[src/rtl/mips_pkg.sv]
// Shared encodings for the EX-stage destination select and register-file constants.
package mips_pkg;

  // EX_reg_dst encodings; the reserved code decodes like rt.
  typedef enum logic [1:0] {
    RegDstRt   = 2'b00,
    RegDstRd   = 2'b01,
    RegDstLink = 2'b10,
    RegDstRsvd = 2'b11
  } reg_dst_e;

  localparam int unsigned REG_ZERO         = 0;
  localparam int unsigned LINK_REG_DEFAULT = 31;

endpackage

[src/rtl/dest_match.sv]
// Single-source priority comparator: finds the youngest in-flight stage writing i_src.
module dest_match
  import mips_pkg::*;
#(
  parameter int unsigned REG_W = 5,
  parameter int unsigned DEPTH = 2,
  localparam int unsigned SW   = (DEPTH > 1) ? $clog2(DEPTH) : 1
) (
  input  logic [REG_W-1:0]       i_src,
  input  logic [DEPTH*REG_W-1:0] i_stage_dest,
  input  logic [DEPTH-1:0]       i_stage_wr,
  output logic                   o_hit,
  output logic [SW-1:0]          o_hit_stage
);

  logic w_src_nz;
  assign w_src_nz = (i_src != REG_W'(REG_ZERO));

  // Scan oldest to youngest so the lowest matching index is the one left standing.
  always_comb begin
    o_hit       = 1'b0;
    o_hit_stage = '0;
    for (int i = DEPTH - 1; i >= 0; i--) begin
      if (w_src_nz && i_stage_wr[i] && (i_stage_dest[i*REG_W +: REG_W] == i_src)) begin
        o_hit       = 1'b1;
        o_hit_stage = SW'(i);
      end
    end
  end

endmodule

[src/rtl/ex_dest_pipe.sv]
// EX-stage destination select plus post-EX destination tracking with hazard match outputs.
module ex_dest_pipe
  import mips_pkg::*;
#(
  parameter int unsigned REG_W    = 5,
  parameter int unsigned DEPTH    = 2,
  parameter int unsigned LINK_REG = LINK_REG_DEFAULT,
  parameter int unsigned NUM_SRC  = 2,
  localparam int unsigned SW      = (DEPTH > 1) ? $clog2(DEPTH) : 1
) (
  input  logic                     clk,
  input  logic                     rst,
  input  logic [REG_W-1:0]         EX_rt,
  input  logic [REG_W-1:0]         EX_rd,
  input  logic [1:0]               EX_reg_dst,
  input  logic                     EX_reg_write,
  input  logic                     EX_valid,
  input  logic                     stall,
  input  logic                     flush,
  output logic [REG_W-1:0]         EX_rd_mux,
  output logic [DEPTH*REG_W-1:0]   stage_dest,
  output logic [DEPTH-1:0]         stage_wr,
  input  logic [NUM_SRC*REG_W-1:0] src_addr,
  output logic [NUM_SRC-1:0]       src_hit,
  output logic [NUM_SRC*SW-1:0]    src_hit_stage
);

  logic [REG_W-1:0] w_dest_sel;
  logic             w_eff_wr;
  logic [REG_W-1:0] r_dest [DEPTH];
  logic [DEPTH-1:0] r_wr;

  // Destination select from the 2-bit mode; reserved code falls through to rt.
  always_comb begin
    w_dest_sel = EX_rt;
    case (reg_dst_e'(EX_reg_dst))
      RegDstRd:   w_dest_sel = EX_rd;
      RegDstLink: w_dest_sel = REG_W'(LINK_REG);
      default:    w_dest_sel = EX_rt;
    endcase
  end

  assign EX_rd_mux = w_dest_sel;
  // Writes to $0 are architecturally discarded, so never track them.
  assign w_eff_wr  = EX_valid & EX_reg_write & (w_dest_sel != REG_W'(REG_ZERO));

  // Stage shift register: flush bubbles stage 0 even under stall; stall freezes the rest.
  always_ff @(posedge clk or posedge rst) begin
    if (rst) begin
      for (int i = 0; i < DEPTH; i++) begin
        r_dest[i] <= '0;
      end
      r_wr <= '0;
    end else begin
      if (flush) begin
        r_dest[0] <= '0;
        r_wr[0]   <= 1'b0;
      end else if (!stall) begin
        r_dest[0] <= w_dest_sel;
        r_wr[0]   <= w_eff_wr;
      end
      if (!stall) begin
        for (int i = 1; i < DEPTH; i++) begin
          r_dest[i] <= r_dest[i-1];
          r_wr[i]   <= r_wr[i-1];
        end
      end
    end
  end

  for (genvar gi = 0; gi < DEPTH; gi++) begin : g_stage_out
    assign stage_dest[gi*REG_W +: REG_W] = r_dest[gi];
  end
  assign stage_wr = r_wr;

  for (genvar gj = 0; gj < NUM_SRC; gj++) begin : g_match
    dest_match #(
      .REG_W (REG_W),
      .DEPTH (DEPTH)
    ) u_dest_match (
      .i_src        (src_addr[gj*REG_W +: REG_W]),
      .i_stage_dest (stage_dest),
      .i_stage_wr   (r_wr),
      .o_hit        (src_hit[gj]),
      .o_hit_stage  (src_hit_stage[gj*SW +: SW])
    );
  end

endmodule

[config.mk]
export PLATFORM = sky130hd
export DESIGN_NAME = ex_dest_pipe
export DESIGN_NICKNAME = d
export VERILOG_FILES = /design/src/rtl/mips_pkg.sv /design/src/rtl/dest_match.sv /design/src/rtl/ex_dest_pipe.sv
export SDC_FILE = /design/constraint.sdc
export NUM_CORES = 1
export LEC_CHECK = 0
export CORE_AREA = 5 5 53 55
export CTS_BUF_LIST = sky130_fd_sc_hd__clkbuf_16
export DETAILED_ROUTE_END_ITERATION = 8
export DIE_AREA = 0 0 58 60
export PLACE_DENSITY = 0.82
export RECOVER_POWER = 100
export SYNTH_ARGS = -nofsm -noshare
export SYNTH_HDL_FRONTEND = slang
export SYNTH_SLANG_ARGS = --single-unit
[constraint.sdc]
create_clock -name clk -period 4.7 [get_ports clk]
set_input_delay 0.94 -clock clk [delete_from_list [all_inputs] [get_ports clk]]
set_output_delay 0.94 -clock clk [all_outputs]
set_load 0.02 [all_outputs]
-- After elaboration in Yosys (flattened, before gate mapping)
Cells that the tools add are included.
- register bits after elaboration: 12
- bits of input ports: 28
- output and inout port bits: 21
- word-level logic and storage cells: 35
- equal/unequal tests: 7
- muxes and demuxes: 11
- bitwise logic cells: 2
- reduce and logical (&&, ||, !) cells: 11
- operators by type and width (operator ; number):
    $eq 5x5->1 ; 4
    $reduce_bool 5->1 ; 3
    $mux 5 ; 2
    $pmux 5 s2 ; 1
    $logic_and 1x1->1 ; 8
    $mux 1 ; 8
    $and 1x1->1 ; 2
    $eq 2x1->1 const B ; 1
    $eq 2x2->1 const B ; 1
    $ne 2x1->1 const B ; 1

-- Longest topological paths before layout
- word-level depth: 6
- depth in mapped cells: 6
- depth with buffers taken out: 6

-- By module
Synthesis repeated with hierarchy kept, for this count alone.
- cells, all modules: 92
- area total of the unflattened synthesis: 884.6 sq um
- modules (own cells, without submodules) (module ; times used ; cells each ; area an instance (sq um) ; sequential area each (sq um)):
    ex_dest_pipe ; 1 ; 56 ; 606.8 ; 300.3
    dest_match ; 2 ; 18 ; 138.9 ; 0.0

-- Least setup slack after synthesis
Ideal clock, no wire load.
- kind: input-to-output
- start: input port src_addr[0]
- end: output port src_hit[0]
- arrival time: 1.992 ns
- required time: 3.760 ns
- path slack: 1.768 ns
- stages on the path: 5
- path buffers: 1
- cells stage by stage: or4_1 -> nor2_2 -> nor4_1 -> or2_1 -> buf_4
- longest elaborated chain between the ends: 5
- elaborated cells between the ends (all ways): 9
- classes of those cells: 2 x eq/ne; 2 x mux; 5 x reduce/logical
- RTL lines (element ; line ; RTL):
    from (decl) ; ex_dest_pipe.sv:23 ; input logic [NUM_SRC*REG_W-1:0] src_addr,
    $reduce_bool 5->1 ; dest_match.sv:17 ; assign w_src_nz = (i_src != REG_W'(REG_ZERO));
    $logic_and 1x1->1 (2 in series) ; dest_match.sv:24 ; if (w_src_nz && i_stage_wr[i] && (i_stage_dest[i*REG_W +: REG_W] == i_src)) begin
    $mux 1 ; dest_match.sv:24 ;
    $mux 1 (*) ; dest_match.sv:24 ;
    to (decl) ; ex_dest_pipe.sv:24 ; output logic [NUM_SRC-1:0] src_hit,
Mark *: on every way between the ends. The rest lies on a longest branch, timed or not.

-- Worst setup path after layout
- start: input port src_addr[5]
- end: output port src_hit[1]
Same word-level chain as after synthesis.

==> impl_results.md <==
* Status: completed
* Number of nets in the final layout at 174
* EDFF count, synth at 0
* Wire length per cell after detailed routing at 14.6 um
* Number of clock sinks at 12
* Clk pin slew, worst setup/hold paths at 0.04 ns
* Worst endpoint required time at 3.76 ns
* DIE WIDTH at 58 um
* Critical path peak fanout at 3
* Sum Neg Setup Slack at 0 ns
* Net Sw Power at 0.115 mW
* TritonCTS clock tree: built
* Slew headroom at 58.2%
* Count of buffers inserted at the top-level ports at 48
* Synthesized Nets at 126
* Detailed-router iteration count before antenna repair at 2
* Cells after synthesis at 96
* ANT cells at 0
* Placed wire-length estimate after detailed placement at 2080 um
* Distinct cell type count of the synthesized netlist at 23
* Combinational power share at 31.0%
* Post-CTS setup repair buffer count at 0
* Clock power frac at 37.3%
* Via total after detailed routing at 880
* R2R cell count at 1
* Critical setup path kind: in2out
* Sequential cell area fraction in the yosys report at 33.5%
* Total Die Area at 0.00348 mm2
* Period minus WS final at 3.96 ns
* Clock latency of the later-clocked register in the worst-skew pair at 0.24 ns
* Worst hold stages at 1
* Longest Clk Path Bufs at 2
* Master cell of the clock root buffer: clkbuf_16
* Hold path endpoint: stage_wr[1]
* Total placed instance area at 0.00138 mm2
* Cell accounting for the most synthesized area: dfrtp_1
* Max H-tree Level at 1
* Final hold slack at 0.602 ns
* Final hold violations at 0
* Slew Viols, Final at 0
* Max cap viols at 0
* Overall routed net length at 2520 um
* RSZ-0062 raised after global routing: false
* Largest net degree at the start of global routing at 14
* DR vias/cell at 5.12
* Proportion of netlist area held by the largest area contributor at 33.5%
* Worst vdd rail ir drop at 168 uV
* Design Area, Final at 0.00146 mm2
* Portion of the clock cycle consumed by the worst path in the final layout at 84.2%
* Maximum achievable frequency at 0.253 GHz
* Ys Warns at 0
* GRT Overall Usage at 16.1%
* Synth Flop Type: dfrtp_1
* Wire length of the first global-routing pass at 4200 um
* Switching power share of the total at 28.4%
* Number of antenna violations at the first check in global routing at 0
* Total congestion overflow after global routing at 0
* Pleak at 0.658 nW
* Commonest non-fill, non-tap cells in the layout: clkdlybuf4s50_1, dlygate4sd3_1, xnor2_1, dfrtp_1, xor2_1
* Startpoint of the lowest-slack hold path: stage_wr[1]
* Setup slack of the most critical reg-to-reg path at 3.85 ns
* Post-Synthesis Cell Area at 897 um2
* Type of element launching the critical path: input port
* Count of routing violations after the opening detailed-route iteration at 8
* Post-CTS sizing at 0
* Share of power burned in registers at 31.7%
* Synth Register Bits at 12
* Overall die height at 60 um
* Hold buffer count at CTS at 0
* Mean Syn Cell Area at 9.34 um2
* Global placer's final weighted congestion at 0.873
* Ranking of synthesized cells by area: dfrtp_1, xnor2_1, xor2_1
* Layout overhead on the synthesized area at 62.2%
* FP Rows at 18
* Layout cells sized above 1 at 7.75%
* Number of global-route vias before repair at 960
* Effective utilization at floorplan at 38.3%
* Worst-Margin Slew at 0.625 ns
* Hold/Removal Path Class: reg2reg
* Std-Cell Core Area at 0.00234 mm2
* IO Pins at 49
* Clock skew after layout at 0.00193 ns
* Reg2Reg Capture Point: stage_dest[6]
* Worst path arrival time at 3.02 ns
* Async set-or-reset flop fraction in the synthesized netlist at 100%
* PD cells at 278 mW/mm2
* Final Power at 0.405 mW
* Setup crit end kind: primary output
* DRC viols at 0
* Cell internal pwr at 0.290 mW
* Count of final setup violators at 0
* CTS Buf Count at 3
* Reg-to-reg startpoint: stage_dest[1]
* Count of antenna-violating nets left after detailed routing at 0
[worst max path at each step]
stage / from / end / slack [ns] / cells after the start
final: src_addr[5] / src_hit[1] / 0.74 / 6
after global routing: EX_reg_dst[0] / EX_rd_mux[0] / 0.60 / 6
after CTS: src_addr[8] / src_hit[1] / 0.84 / 6
after detailed placement: src_addr[8] / src_hit[1] / 0.84 / 6
after global placement: src_addr[0] / src_hit[0] / 0.86 / 6
after floorplan: src_addr[0] / src_hit[0] / 1.77 / 5
[worst max-delay path: stages]
cell	delay [ns]
clkdlybuf4s50_1	0.46
or4_1	0.55
nor2_2	0.12
nor4_1	0.08
or2_1	0.22
dlygate4sd3_1	0.64
[cell usage after synthesis, drive strengths merged (2+ instances only)]
cell type	n
nand4	4
inv	3
nor2b	6
nand2	6
or2	2
nor4	4
nor2	9
xor2	8
dfrtp	12
ha	2
a21oi	5
mux2	6
mux2i	5
xnor2	12
or4	2
buf	5
[stage by stage]
step,instances,util (%),worst slack [ns]
floorplan,96,-,1.77
global placement,169,58.9,0.862
detailed placement,169,58.9,0.841
CTS,172,62.1,0.837
global route,172,62.1,0.600
finish,172,62.1,0.742
[cell type report]
cell class | instances | area, um2
clock buffers | 3 | 75.1
flip-flops and latches | 12 | 300
repair buffers | 48 | 480
inverters | 3 | 11.3
multi-input cells | 76 | 551
well taps | 30 | 37.5
fillers | 203 | 887
[state kept, by name, summed over array words and instances, names as in the netlist]
signal and flops:
stage_dest 10, stage_wr 2
[routing by layer]
metal | vias up | wire length [um] | global-route usage, % | share of wire, %
li1 | 424 | - | - | -
met1 | 393 | 1000 | 16.9 | 40
met2 | 56 | 1130 | 27.4 | 45
met3 | 7 | 308 | 6.26 | 12
met4 | 0 | 81 | 8.94 | 3.2
met5 | - | 0 | 0 | 0
[cells by family after synthesis]
family,Yosys count,share of synthesized area [%]
and+or+nand+nor,35,20.8
AOI/OAI and AO/OA,8,5.16
DFF,12,33.5
xor gates and xnor gates,20,19.5
buffers and inverters,8,5.16
muxes,11,13.1
adders and majority gates,2,2.79
[power by group through the flow]
stage	registers, mW	clock network [mW]	logic [mW]
2_1_floorplan	0.138	0	0.0548
3_3_place_gp	0.130	0	0.129
3_5_place_dp	0.130	0	0.132
4_1_cts	0.129	0.155	0.133
5_1_grt	0.130	0.159	0.137
6_report	0.128	0.151	0.126
Power figures use the tool's default switching activity.
